--- config.mk ---
export PLATFORM = sky130hd
export DESIGN_NAME = intt_scale_ctrl
export DESIGN_NICKNAME = d
export VERILOG_FILES = /design/src/rtl/intt_scale_ctrl.sv
export SDC_FILE = /design/constraint.sdc
export NUM_CORES = 1
export LEC_CHECK = 0
export ABC_AREA = 1
export BUFFER_PORTS_ARGS = -buffer_cell sky130_fd_sc_hd__buf_4
export CORE_ASPECT_RATIO = 1.2
export CORE_MARGIN = 10
export CORE_UTILIZATION = 25
export DETAILED_ROUTE_END_ITERATION = 10
export GPL_ROUTABILITY_DRIVEN = 0
export PLACE_DENSITY = 0.49
export SLEW_MARGIN = 20
export SYNTH_ARGS = -nofsm -noshare
export SYNTH_HDL_FRONTEND = slang
export SYNTH_SLANG_ARGS = --single-unit
--- constraint.sdc ---
create_clock -name clk -period 1.7 [get_ports clk]
set_clock_uncertainty 0.05 [all_clocks]
set_input_delay 0.17 -clock clk [delete_from_list [all_inputs] [get_ports clk]]
set_output_delay 0.17 -clock clk [all_outputs]
set_load 0.1 [all_outputs]
--- src/rtl/intt_scale_ctrl.sv ---
// ---------------------------------------------------------------------------
// intt_scale_ctrl
//
// Sequences the final n^-1 scaling of the inverse NTT as S passes of
// in-place modular halving over an N-word coefficient RAM. Each pass streams
// every word through an external halve-mod-q unit (1-cycle registered) and
// writes the result back to the address it came from.
//
// Ports:
//   clk, rst        clock, asynchronous active-high reset
//   start           single-cycle request (accepted only in IDLE)
//   mod_sel         1 = q1 16515073, 0 = q2 33292289 (latched at start)
//   shifts          number of halving passes S (latched at start)
//   busy, done      busy in RUN/DRAIN; done is a one-cycle completion pulse
//   rd_en/rd_addr   RAM read port, data returns on rd_data one cycle later
//   div_din/div_mod operand and modulus select to the halving unit
//   div_dout        halving result, one cycle after div_din
//   wr_en/wr_addr/wr_data  RAM write port (write-back of div_dout)
//   cycle_cnt       busy-cycle counter, only with SCALE_PERF_CNT_EN defined
//
// Optional feature macro: SCALE_PERF_CNT_EN
// ---------------------------------------------------------------------------
module intt_scale_ctrl #(
    parameter int N  = 256,
    parameter int AW = 8,
    parameter int DW = 25,
    parameter int SW = 4
) (
    input  logic          clk,
    input  logic          rst,
    input  logic          start,
    input  logic          mod_sel,
    input  logic [SW-1:0] shifts,
    output logic          busy,
    output logic          done,
    output logic          rd_en,
    output logic [AW-1:0] rd_addr,
    input  logic [DW-1:0] rd_data,
    output logic [DW-1:0] div_din,
    output logic          div_mod,
    input  logic [DW-1:0] div_dout,
    output logic          wr_en,
    output logic [AW-1:0] wr_addr,
    output logic [DW-1:0] wr_data
`ifdef SCALE_PERF_CNT_EN
    ,
    output logic [31:0]   cycle_cnt
`endif
);

    typedef enum logic [1:0] {
        IDLE  = 2'd0,
        RUN   = 2'd1,
        DRAIN = 2'd2,
        DONE  = 2'd3
    } state_t;

    state_t        state_q, state_d;
    logic [AW-1:0] addr_q, addr_d;
    logic [SW-1:0] pass_q, pass_d;
    logic [SW-1:0] shifts_q, shifts_d;
    logic          mod_q, mod_d;
    logic          drain_q, drain_d;

    // Read address / enable pipeline: p1 lines up with div_din, p2 with div_dout
    logic          vld_p1_q, vld_p1_d;
    logic          vld_p2_q, vld_p2_d;
    logic [AW-1:0] addr_p1_q, addr_p1_d;
    logic [AW-1:0] addr_p2_q, addr_p2_d;

    logic [SW-1:0] pass_next;

    assign pass_next = pass_q + 1'b1;

    always_comb begin
        state_d  = state_q;
        addr_d   = addr_q;
        pass_d   = pass_q;
        shifts_d = shifts_q;
        mod_d    = mod_q;
        drain_d  = drain_q;

        case (state_q)
            IDLE: begin
                if (start) begin
                    mod_d    = mod_sel;
                    shifts_d = shifts;
                    addr_d   = '0;
                    pass_d   = '0;
                    state_d  = (shifts == '0) ? DONE : RUN;
                end
            end
            RUN: begin
                if (addr_q == AW'(N - 1)) begin
                    addr_d  = '0;
                    drain_d = 1'b0;
                    state_d = DRAIN;
                end else begin
                    addr_d = addr_q + 1'b1;
                end
            end
            DRAIN: begin
                // Second drain cycle: the last write of this pass lands now,
                // so the next pass may start reading on the following cycle.
                if (!drain_q) begin
                    drain_d = 1'b1;
                end else begin
                    drain_d = 1'b0;
                    pass_d  = pass_next;
                    state_d = (pass_next == shifts_q) ? DONE : RUN;
                end
            end
            DONE: begin
                state_d = IDLE;
            end
            default: begin
                state_d = IDLE;
            end
        endcase
    end

    assign rd_en   = (state_q == RUN);
    assign rd_addr = addr_q;
    assign busy    = (state_q == RUN) || (state_q == DRAIN);
    assign done    = (state_q == DONE);
    assign div_din = rd_data;
    assign div_mod = mod_q;

    // Stage p1: RAM data on div_din; stage p2: halved result on div_dout
    always_comb begin
        vld_p1_d  = rd_en;
        addr_p1_d = addr_q;
        vld_p2_d  = vld_p1_q;
        addr_p2_d = addr_p1_q;
    end

    assign wr_en   = vld_p2_q;
    assign wr_addr = addr_p2_q;
    assign wr_data = div_dout;

    always_ff @(posedge clk or posedge rst) begin
        if (rst) begin
            state_q   <= IDLE;
            addr_q    <= '0;
            pass_q    <= '0;
            shifts_q  <= '0;
            mod_q     <= 1'b0;
            drain_q   <= 1'b0;
            vld_p1_q  <= 1'b0;
            vld_p2_q  <= 1'b0;
            addr_p1_q <= '0;
            addr_p2_q <= '0;
        end else begin
            state_q   <= state_d;
            addr_q    <= addr_d;
            pass_q    <= pass_d;
            shifts_q  <= shifts_d;
            mod_q     <= mod_d;
            drain_q   <= drain_d;
            vld_p1_q  <= vld_p1_d;
            vld_p2_q  <= vld_p2_d;
            addr_p1_q <= addr_p1_d;
            addr_p2_q <= addr_p2_d;
        end
    end

`ifdef SCALE_PERF_CNT_EN
    logic [31:0] cycle_cnt_q, cycle_cnt_d;

    always_comb begin
        cycle_cnt_d = cycle_cnt_q;
        if ((state_q == IDLE) && start) begin
            cycle_cnt_d = '0;
        end else if (busy) begin
            cycle_cnt_d = cycle_cnt_q + 32'd1;
        end
    end

    always_ff @(posedge clk or posedge rst) begin
        if (rst) begin
            cycle_cnt_q <= '0;
        end else begin
            cycle_cnt_q <= cycle_cnt_d;
        end
    end

    assign cycle_cnt = cycle_cnt_q;
`endif

endmodule

==> run_results.csv <==
group,metric,value,unit
status,outcome,"completed",
synth,postSynthCellCount,219,
sta,worst_slew_pin_slew,0.4738,ns
synth,synth-seq-cells,38,
synth,leading_post_synthesis_cells_by_cell_area,"dfrtp_1 (47%), buf_4 (19%), nand2_1 (7.1%)",
global_routing,gr-total-overflow,0,
critical_path,cp_slowest_cell,"dfrtp_1",
power,max-vdd-ir-drop,2.094,mV
synth,postSynthNetCount,283,
detailed_routing,drt_drc_violations_left,0,
floorplanning,floorplan.die_area,12040,um2
synth,yosysSeqAreaShare,47.29,%
layout,final_net_count,271,
synth,yosysTopAreaCellShare,47.29,%
clocking,sink_count_of_the_clock_tree,38,
sta,slew-limit-headroom,68.42,%
critical_path,worstPathCellList,"inv_1, ha_2, buf_4",
synth,syn_area,2011,um2
sta,fin_crit_sh,94.90,%
clocking,post_cts_buffers,0,
critical_path,cpPeakStageDelay,0.40,ns
sta,setup_tns,0,ns
placed_design,buffer_ports.inserted,28,
layout,antenna_cells_inserted,0,
sta,max_freq,619.8,MHz
sta,fin_crit,1.613,ns
detailed_routing,dr_total_vias,1217,
floorplanning,floorplan.die.width,101.9,um
layout,fillerInstances,797,
synth,yosysTopAreaCell,"dfrtp_1",
detailed_routing,wl_per_cell,12.62,um
hold_path,min_path_cells,3,
floorplanning,starting_density,25.94,%
global_routing,grt_antenna_before_repair,0,
critical_path,r2r_slack,0.12,ns
critical_path,critical_path_class,"flop to output port",
placed_design,dp.final_hpwl,2933,um
floorplanning,die-height,118.2,um
detailed_routing,drt_iter0_drc,34,
floorplanning,row_count,35,
detailed_routing,vias_per_cell,4.057,
power,leak_pwr,0.001020,uW
sta,max_slew_violation_total_from_the_final_report,0,
global_routing,grt_start_max_net_pins,39,
detailed_routing,drt-total-wl,3785,um
clocking,htreeDepth,2,
power,total_power,4286,uW
clocking,cts-root-buf,"clkbuf_8",
sta,hold_viol_final,0,
clocking,number_of_buffers_added_by_the_clock_tree_synthesis_step,5,
global_routing,grt_pass1_vias,1240,
floorplanning,floorplan.core_area,7751,um2
clocking,cts.clk_slew.worst_paths,0.08,ns
hold_path,hp-class,"input port to flop",
sta,rsz0062_at_grt,"no",
synth,synthesis.area_per_instance,9.181,um2
detailed_routing,drt_pass1_iterations,4,
critical_path,crit_path_end_kind,"output port",
floorplanning,floorplan.io_pins,129,
critical_path,cp_data_arrival_time,1.39,ns
clocking,cts_tree,"yes",
clocking,clkLatencyLatePin,0.29,ns
run,drv.max_cap_violation_count,0,
layout,area_growth_syn_to_layout,5.912,%
global_routing,global_route_wire_length_before_repair,6210,um
synth,ys_types,27,
layout,layout.area.seq,965.9,um2
sta,setup-violations-final,0,
critical_path,crit_fanout,4,
synth,yosys_warnings,0,
critical_path,worst_ep_required_time,1.48,ns
global_routing,total_routing_usage_gr,6.521,%
critical_path,worstRegToRegCells,9,
power,power_density,2013,nW/um2
clocking,ctsLongestPathBuffers,2,
detailed_routing,antenna_violating_nets_post_route,0,
layout,drive_gt1_share,31.73,%
layout,area_of_combinational_cells_with_multiple_inputs,609.3,um2
critical_path,start_kind,"flop",
## cell usage in the layout, fill, tap and decap left out
cell,synthesis,layout
a21oi_1,2,2
a21oi_2,1,1
a21oi_4,1,1
buf_4,50,30
bufinv_16,0,1
clkbuf_8,0,5
clkinv_1,2,2
clkinvlp_4,0,2
dfrtp_1,38,30
dfrtp_2,0,6
dfrtp_4,0,2
dlygate4sd3_1,0,1
ha_1,6,4
ha_2,0,1
ha_4,0,1
inv_1,18,18
inv_2,4,4
nand2_1,38,38
nand2_2,3,3
nand2_4,3,3
nand3_1,10,10
nand3_2,1,1
nand4_1,2,2
nor2_1,14,14
nor2_2,3,3
nor3_1,2,2
nor3b_1,1,1
nor3b_2,1,1
o21a_1,1,1
o21ai_0,6,6
o21ai_1,6,6
o22ai_1,2,2
or2_4,1,1
xnor2_1,2,2
xor2_1,1,1
## per-stage QoR
stage	hold WS [ns]	std cells	utilization, %	worst slack, ns	area (um2)
detailed placement	0.2821	291	25.84	0.1032	2003
floorplan	0.2296	219	-	0.04912	2038
global route	0.04244	300	27.47	0.01008	2130
CTS	0.02067	300	27.44	0.08045	2127
finish	0.02697	300	27.47	0.08666	2130
global placement	0.2785	291	25.84	0.1236	2003
## final timing paths
path | from | to
worst max-delay path | state_q[1] | busy
worst min-delay path | mod_sel | div_mod
worst max register to register | state_q[1] | state_q[1]
worst min register to register | addr_p1_q[3] | wr_addr[3]
max in group asynchronous | rst | rd_addr[1]
min in group asynchronous | rst | shifts_q[3]
## critical path: cells and delay by family (launching register included)
| family | cells | cell delay, ns |
|---|---|---|
| fa+ha+maj | 1 | 0.33 |
| buf+inv | 2 | 0.38 |
| flops | 1 | 0.40 |
## cell families (layout without fill, tap and decap cells)
logic type	count (synthesis)	after routing	synth area share, %
flip-flops	38	38	47.29
XOR/XNOR	3	3	1.307
AND/OR/NAND/NOR	79	79	18.79
buffers and inverters	74	63	23.15
AO/OA/AOI/OAI	19	19	5.725
adder cells (fa/ha/maj)	6	6	3.734
## what timing repair did
item	4_1_cts	5_1_grt
endpoints found under the hold margin	38	0
resized for setup	0	1
hold buffers	1	0
setup endpoints to repair	0	5
## layout make-up
cell class / instances / share of cell area (%)
sequential: 38 / 45.36
multi-input combinational: 107 / 28.61
timing repair buffer: 31 / 11.05
tap: 92 / 5.405
inverter: 24 / 4.230
clock buffer: 5 / 3.231
clock inverter: 3 / 2.115
## registers in the layout, indices dropped and copies added, names as in the netlist
name / cells
wr_en: 1
state_q: 2
drain_q: 1
rd_addr: 8
pass_q: 4
shifts_q: 4
addr_p1_q: 8
wr_addr: 8
div_mod: 1
vld_p1_q: 1
## metal layers
layer	vias up	part of all wire (%)	GRT usage [%]
li1	609	-	-
met1	556	40	6.863
met2	35	48	10.23
met3	17	7.9	2.448
met4	0	4.3	5.035
met5	-	0	0
## cell usage after synthesis (all sizes together)
master	number
a21oi	4
buf	50
clkinv	2
dfrtp	38
ha	6
inv	22
nand2	44
nand3	11
nand4	2
nor2	17
nor3	2
nor3b	2
o21a	1
o21ai	12
o22ai	2
or2	1
xnor2	2
xor2	1
## power breakdown
part,internal [uW],leakage [uW],switching [uW]
clock network,436,0.0000504,324
registers,1160,0.000493,165
logic,541,0.000477,1660
Power figures use the tool's default switching activity.
